### src/rtl/vend_dispenser.sv
// vend_dispenser
// Output side of the vending machine. Accepts one vend transaction (credit in nickel
// units) per valid/ready handshake, releases the product when credit covers the price,
// then pays the balance back as dime/nickel ejects. Each actuator request is held until
// the mechanism acknowledges it. A product mechanism that never acknowledges turns the
// transaction into a full refund. A coin mechanism that never acknowledges parks the
// block in a sticky fault until reset.
//
// Ports
//   clk          rising-edge clock
//   rst_n        asynchronous reset, active low
//   vend_valid   transaction request, credit valid
//   vend_ready   idle, transaction accepted on vend_valid
//   credit       inserted credit in nickels, captured on handshake
//   dime_empty   dime tube empty, pay change in nickels only
//   product_req  release product, held until product_ack
//   product_ack  product released
//   dime_out     eject one dime, held until coin_ack
//   nickel_out   eject one nickel, held until coin_ack
//   coin_ack     coin ejected
//   done         one-cycle pulse at transaction end
//   refund       with done: product not released, full credit returned
//   fault        sticky coin-mechanism timeout
//
// state  | meaning
// IDLE   | waiting for a transaction, vend_ready high
// VEND   | product_req held, waiting for product_ack or timeout
// CHANGE | one-cycle decision on the next coin (or finish)
// DIME   | dime_out held, waiting for coin_ack or timeout
// NICKEL | nickel_out held, waiting for coin_ack or timeout
// DONE   | done pulse, refund reports whether product was withheld
// FAULT  | coin mechanism dead, everything off until reset

module vend_dispenser #(
    parameter int CREDIT_W = 6,
    parameter int PRICE    = 3,
    parameter int TIMEOUT  = 16
) (
    input  logic                clk,
    input  logic                rst_n,
    input  logic                vend_valid,
    output logic                vend_ready,
    input  logic [CREDIT_W-1:0] credit,
    input  logic                dime_empty,
    output logic                product_req,
    input  logic                product_ack,
    output logic                dime_out,
    output logic                nickel_out,
    input  logic                coin_ack,
    output logic                done,
    output logic                refund,
    output logic                fault
);

    localparam int                  TMR_W    = (TIMEOUT > 2) ? $clog2(TIMEOUT) : 1;
    localparam logic [TMR_W-1:0]    TMR_LAST = TMR_W'(TIMEOUT - 1);
    localparam logic [CREDIT_W-1:0] PRICE_C  = CREDIT_W'(PRICE);
    localparam logic [CREDIT_W-1:0] ONE_C    = CREDIT_W'(1);
    localparam logic [CREDIT_W-1:0] TWO_C    = CREDIT_W'(2);

    typedef enum logic [2:0] {
        S_IDLE,
        S_VEND,
        S_CHANGE,
        S_DIME,
        S_NICKEL,
        S_DONE,
        S_FAULT
    } state_t;

    state_t              state_q;
    state_t              state_d;
    logic [CREDIT_W-1:0] remaining_q;
    logic [CREDIT_W-1:0] credit_q;
    logic                refund_q;
    logic [TMR_W-1:0]    timer_q;

    logic handshake;
    logic tmr_last;
    logic waiting;

    assign handshake = vend_valid && (state_q == S_IDLE);
    assign tmr_last  = (timer_q == TMR_LAST);
    assign waiting   = (state_q == S_VEND) || (state_q == S_DIME) || (state_q == S_NICKEL);

    // State register
    always_ff @(posedge clk or negedge rst_n) begin
        if (!rst_n) begin
            state_q <= S_IDLE;
        end else begin
            state_q <= state_d;
        end
    end

    // Next-state logic; an ack in the last timer cycle still wins over the timeout
    always_comb begin
        state_d = state_q;
        case (state_q)
            S_IDLE: begin
                if (handshake) begin
                    state_d = (credit >= PRICE_C) ? S_VEND : S_CHANGE;
                end
            end
            S_VEND: begin
                if (product_ack || tmr_last) begin
                    state_d = S_CHANGE;
                end
            end
            S_CHANGE: begin
                if (remaining_q == '0) begin
                    state_d = S_DONE;
                end else if ((remaining_q >= TWO_C) && !dime_empty) begin
                    state_d = S_DIME;
                end else begin
                    state_d = S_NICKEL;
                end
            end
            S_DIME, S_NICKEL: begin
                if (coin_ack) begin
                    state_d = S_CHANGE;
                end else if (tmr_last) begin
                    state_d = S_FAULT;
                end
            end
            S_DONE:  state_d = S_IDLE;
            S_FAULT: state_d = S_FAULT;
            default: state_d = S_IDLE;
        endcase
    end

    // Datapath: balance, refund flag, captured credit and wait timer
    always_ff @(posedge clk or negedge rst_n) begin
        if (!rst_n) begin
            remaining_q <= '0;
            credit_q    <= '0;
            refund_q    <= 1'b0;
            timer_q     <= '0;
        end else begin
            // Any state change restarts the timer, so every wait state starts from zero
            if (state_d != state_q) begin
                timer_q <= '0;
            end else if (waiting) begin
                timer_q <= timer_q + 1'b1;
            end else begin
                timer_q <= '0;
            end

            case (state_q)
                S_IDLE: begin
                    if (handshake) begin
                        credit_q <= credit;
                        if (credit >= PRICE_C) begin
                            remaining_q <= credit - PRICE_C;
                            refund_q    <= 1'b0;
                        end else begin
                            remaining_q <= credit;
                            refund_q    <= 1'b1;
                        end
                    end
                end
                S_VEND: begin
                    // Product never released: the whole credit goes back as change
                    if (!product_ack && tmr_last) begin
                        remaining_q <= credit_q;
                        refund_q    <= 1'b1;
                    end
                end
                S_DIME: begin
                    if (coin_ack) begin
                        remaining_q <= remaining_q - TWO_C;
                    end
                end
                S_NICKEL: begin
                    if (coin_ack) begin
                        remaining_q <= remaining_q - ONE_C;
                    end
                end
                S_DONE: begin
                    refund_q <= 1'b0;
                end
                default: begin
                end
            endcase
        end
    end

    // Moore outputs
    always_comb begin
        vend_ready  = 1'b0;
        product_req = 1'b0;
        dime_out    = 1'b0;
        nickel_out  = 1'b0;
        done        = 1'b0;
        refund      = 1'b0;
        fault       = 1'b0;
        case (state_q)
            S_IDLE:   vend_ready  = 1'b1;
            S_VEND:   product_req = 1'b1;
            S_DIME:   dime_out    = 1'b1;
            S_NICKEL: nickel_out  = 1'b1;
            S_DONE: begin
                done   = 1'b1;
                refund = refund_q;
            end
            S_FAULT:  fault       = 1'b1;
            default: begin
            end
        endcase
    end

endmodule

### config.mk
export PLATFORM = sky130hd
export DESIGN_NAME = vend_dispenser
export DESIGN_NICKNAME = d
export VERILOG_FILES = /design/src/rtl/vend_dispenser.sv
export SDC_FILE = /design/constraint.sdc
export NUM_CORES = 1
export LEC_CHECK = 0
export BUFFER_PORTS_ARGS = -buffer_cell sky130_fd_sc_hd__buf_2
export CAP_MARGIN = 40
export CORE_UTILIZATION = 60
export CTS_BUF_LIST = sky130_fd_sc_hd__clkbuf_8
export CTS_CLUSTER_SIZE = 16
export DETAILED_ROUTE_END_ITERATION = 8
export PLACE_DENSITY = 0.86
export SYNTH_ARGS = -nofsm -noshare
export SYNTH_HDL_FRONTEND = slang
export SYNTH_SLANG_ARGS = --single-unit
### constraint.sdc
create_clock -name clk -period 3.35 [get_ports clk]
set_input_delay 0.1675 -clock clk [delete_from_list [all_inputs] [get_ports clk]]
set_output_delay 0.1675 -clock clk [all_outputs]
set_load 0.005 [all_outputs]
# Word-level counts from Yosys, hierarchy flattened
# Index checks and enable logic that the tools add are counted.
op_classes:
  n_reduce_logical: 16
  eq_ne: 12
  addsub: 4
  muxes: 27
  magnitude_cmp: 2
op_table:
  columns: ["operator", "n"]
  rows:
  - ["2-to-1 mux 6 bit", 5]
  - ["one-hot mux 6 bit (4 select lines)", 1]
  - ["2-to-1 mux 3 bit", 6]
  - ["one-hot mux 3 bit (5 select lines)", 1]
  - [">= comparator 6 x 2 -> 1 bit (second input constant)", 2]
  - ["subtractor 6 x 2 -> 6 bit (second input constant)", 2]
  - ["2-to-1 mux 1 bit", 10]
  - ["equality test 3 bit (second input constant)", 3]
  - ["2-to-1 mux 4 bit", 2]
  - ["equality test 3 x 2 -> 1 bit (second input constant)", 2]
  - ["zero test 6 bit", 1]
  - ["!= test 2 bit (second input constant)", 3]
  - ["subtractor 6 x 1 -> 6 bit (second input constant)", 1]
  - ["AND reduction 5 bit", 1]
  - ["adder 4 x 1 -> 4 bit (second input constant)", 1]
  - ["equality test 4 bit (second input constant)", 1]
  - ["nonzero test 4 bit", 1]
  - ["equality test 3 x 1 -> 1 bit (second input constant)", 1]
  - ["logical AND 1 bit", 3]
  - ["zero test 3 bit", 1]
  - ["logical OR 1 bit", 3]
  - ["!= test 3 bit", 1]
  - ["one-hot mux 1 bit (3 select lines)", 1]
  - ["AND reduction 3 bit", 1]
  - ["other kinds (6)", 7]
totals:
  input_bits: 12
  out_inout_bits: 7
  register_bits: 20
  word_cells: 66

# Logic depth before layout (Yosys ltp)
logic_depth:
  depth_word: 7
  ltp_mapped: 8
  ltp_nobuf: 7

# Worst setup path before layout
# Ideal clock, no wire load.
synth_path:
  path_kind: "register to register"
  from: "reg state_q[2]"
  to: "reg timer_q[3]"
  t_required_ns: 3.215
  path_buffers: 1
  slack_ns: 1.627
  stages_incl_launch_ff: 7
  setup_ns: 0.135
  period_less_slack_ns: 1.723
  arrival_time_ns: 1.588
  cell_sequence: "dfrtp_1 -> buf_4 -> nor4b_1 -> a21boi_0 -> a2111oi_1 -> o21ai_2 -> nor3_1"
synth_via:
  elab_chain_cells: 6
  elab_cells_between_ends: 18
  cone_classes: "eq/ne (6); mux (7); reduce/logical (5)"
synth_lines:
  columns: ["element", "line", "source"]
  rows:
  - ["start, declared", "71", "state_t state_q;"]
  - ["start signal, assigned", "91", "state_q <= state_d;"]
  - ["zero test 3 bit", "82, 98", null]
  - ["logical AND 1 bit", "82", "assign handshake = vend_valid && (state_q == S_IDLE);"]
  - ["2-to-1 mux 3 bit", "100", "if (handshake) begin"]
  - ["one-hot mux 3 bit (5 select lines)", "98", "case (state_q)"]
  - ["!= test 3 bit", "140", "if (state_d != state_q) begin"]
  - ["2-to-1 mux 4 bit *", "140", null]
  - ["end signal, assigned", "143", "timer_q <= timer_q + 1'b1;"]
  - ["end, declared", "76", "logic [TMR_W-1:0] timer_q;"]
# Mark *: on every way between the ends. The rest lies on a longest branch, timed or not.
# A chain may end at the register's enable or synchronous reset.

# Final worst setup path
layout_path:
  from: "reg state_q[1]"
  to: "reg remaining_q[1]"
layout_via:
  elab_chain_cells: 4
  elab_cells_between_ends: 12
  cone_classes: "eq/ne (7); mux (1); reduce/logical (4)"
layout_lines:
  columns: ["element", "line", "source"]
  rows:
  - ["zero test 3 bit", "82, 148", null]
  - ["logical AND 1 bit", "82", null]
  - ["!= test 2 bit (no line)", null, null]
  - ["AND reduction 5 bit (no line)", null, null]
  - ["end signal, assigned", "153", "remaining_q <= credit - PRICE_C;"]
  - ["end signal, assigned", "156", "remaining_q <= credit;"]
  - ["end signal, assigned", "164", "remaining_q <= credit_q;"]
  - ["end, declared", "73", "logic [CREDIT_W-1:0] remaining_q;"]
# Parallel ways exist; a longest one is shown, timed or not.

==> run metrics <==
core area 2297 µm²; RSZ-0062 raised after global routing false; clock buffer depth 2; setup tns final 0 ns; hpwl dp 2.530 mm; CTS tree yes; Routed WL per cell 17.23 µm; final net count 191; switching power 658.7 µW; initial core utilization 0.6623; flop2flop setup slack 1.12 ns; cts hold-fix bufs 1; most common cell after layout, fill and taps aside dfrtp_1; Fin. Hold Viols 0; slew margin rel. 0.5488; final setup violation count 0; total internal power 794.2 µW; dpl cell area 1593 µm²; largest net degree at the start of global routing 21; DRT antenna net count 0; worst hold path stage count 2; leak pwr 0.0007472 µW; VDD IR-drop max 0.6023 mV; Port-buffer cells 18; Layout Cell Area excl Fill 1658 µm²; outcome completed; setup bufs post-CTS 0; area used by multi-input combinational logic 934.6 µm²; share of cells above drive strength 1 0.2281; post-cts resize count 0; worst slack at placement 1.182 ns; syn_area_per_cell 9.816 µm²; syn nets 174; area growth from synthesis to layout 8.964%; post-synthesis cell count 155; fraction of the yosys area taken by sequential cells 0.3289; GRT overflow 0; clock share of power 0.130; Clock Skews 0.004297 ns; flops & latches, synth 20; total number of vias 1323; CTS buffer count 3; fillers 188; synthesized area 1521 µm²; Max Freq 448.2 MHz; Synth Flop Type dfrtp_1; die area 2741 µm²; CTS Sinks 20; worst r2r src state_q[1]; Seq. cell area 500.5 µm²; # H-tree levels 1; DRC violations left 0; CP Capture Type flip-flop; first drt pass iteration count 4; CTS Root Cell clkbuf_8; Critical Path Start state_q[1]; Critical R2R Capture remaining_q[1]; Critical Path RT 3.49 ns; Post-synth ARST share 1.000; first-pass GRT wire length 5.699 mm; Worst-Skew Late Latency 0.26 ns; WL final 3.429 mm; Syn. warnings 0; n_diodes 0; GRT Total Usage 0.2925; Final WS setup 1.119 ns; Slew Limit Fails 0; Worst setup SP type flip-flop; post-layout min period 2.231 ns; Slew @ Worst Pin 0.6739 ns; I/O pin count 19; Crit Path Max Fanout 17; gpl congestion 0.9111; CP endpoint remaining_q[1]; die width 52.36 µm; Via density 6.648; num rows 17; number of antenna violations at the first check in global routing 0; switching portion of total power 0.4534; Initial DRC Count 71; Crit Path Category flip-flop to flip-flop; CP arrival 2.37 ns; period utilisation layout 0.6660; most frequent cells in the layout dfrtp_1, buf_2, nor2_1, a21oi_1, o21ai_0; P per Cell Area 876.4 nW/µm²; number of distinct library cells after synthesis 57; fin util 0.7217; Die H 52.36 µm; Synth area leaders dfrtp_1, ha_1, mux2_2, nor2_1, a21oi_1; Yosys top cell area share 0.3289; combinational share of power 0.518; Max Cap Viol 0; hold crit path type input port to flip-flop; clk slew on worst S/H paths 0.08 ns; Post-synth EDFFs 0; vias in the first global route 1182; area leader, netlist dfrtp_1; reg2reg path depth 5; Seq pwr share 0.352
-- worst max-delay path, cell delays in order, from the launching register on --
cell and delay (ns):
dfrtp_1 0.73, or3b_1 0.35, inv_4 0.08, a211o_1 0.33, a21oi_4 0.25, mux2_1 0.37
-- how the worst min path moves through the flow --
| stage | slack (ns) | from | end |
|---|---|---|---|
| floorplan | -0.13 | rst_n | credit_q[0] |
| global placement | 0.14 | rst_n | refund_q |
| detailed placement | 0.15 | rst_n | refund_q |
| CTS | 0.19 | credit[5] | credit_q[5] |
| global route | 0.20 | credit[4] | credit_q[4] |
| finish | 0.20 | credit[4] | credit_q[4] |
-- area by class of cell --
type,count,share of cell area
Clock buffer,4,0.03321
Timing Repair Buffer,19,0.06038
Multi-Input combinational cell,120,0.5638
Inverter,8,0.01962
Tap cell,28,0.02113
Sequential cell,20,0.3019
-- state kept, by name, indices dropped and copies added, names as in the netlist --
signal / flops
timer_q: 4
refund_q: 1
credit_q: 6
remaining_q: 6
state_q: 3
-- per-layer routing --
metal / routed length [µm] / share of wire / up-vias / track usage
li1: - / - / 615 / -
met1: 1547 / 0.45 / 656 / 0.4262
met2: 1598 / 0.47 / 45 / 0.4451
met3: 207 / 0.060 / 7 / 0.03478
met4: 76 / 0.022 / 0 / 0.1009
met5: 0 / 0 / - / 0
-- per-stage QoR --
stage / hold WS, ns / cells / total power, µW
2_1_floorplan: -0.1281 / 155 / 1092
3_3_place_gp: 0.1379 / 194 / 1214
3_5_place_dp: 0.1506 / 194 / 1247
4_1_cts: 0.1946 / 199 / 1444
5_1_grt: 0.2039 / 199 / 1564
6_report: 0.1995 / 199 / 1453
-- synthesized netlist by cell type, types with 3 or more instances --
| library cell | count |
|---|---|
| dfrtp_1 | 20 |
| nor2_1 | 11 |
| a21oi_1 | 8 |
| o21ai_0 | 8 |
| ha_1 | 7 |
| inv_1 | 7 |
| mux2_2 | 7 |
| nand2_1 | 5 |
| nor3_1 | 5 |
| mux2i_1 | 4 |
| nand3_1 | 4 |
| a211oi_1 | 3 |
| buf_4 | 3 |
| nand2b_1 | 3 |
| xnor2_1 | 3 |
-- cell families after synthesis --
| group | after synthesis | synth area share |
|---|---|---|
| DFF | 20 | 0.3289 |
| AOI/OAI and AO/OA | 47 | 0.2253 |
| muxes | 13 | 0.09293 |
| adders and majority gates | 7 | 0.05756 |
| buffers and inverters | 15 | 0.05674 |
| and+or+nand+nor | 48 | 0.2097 |
| xor gates and xnor gates | 5 | 0.02879 |
-- power by group through the flow --
| stage | sequential (µW) | combinational [µW] | clock (µW) |
|---|---|---|---|
| final | 512 | 752 | 189 |
| after global routing | 524 | 839 | 200 |
| after CTS | 506 | 746 | 192 |
| after detailed placement | 510 | 736 | 0 |
| after global placement | 500 | 714 | 0 |
| after floorplan | 431 | 661 | 0 |
No activity file was read; power rests on OpenSTA's default activity.
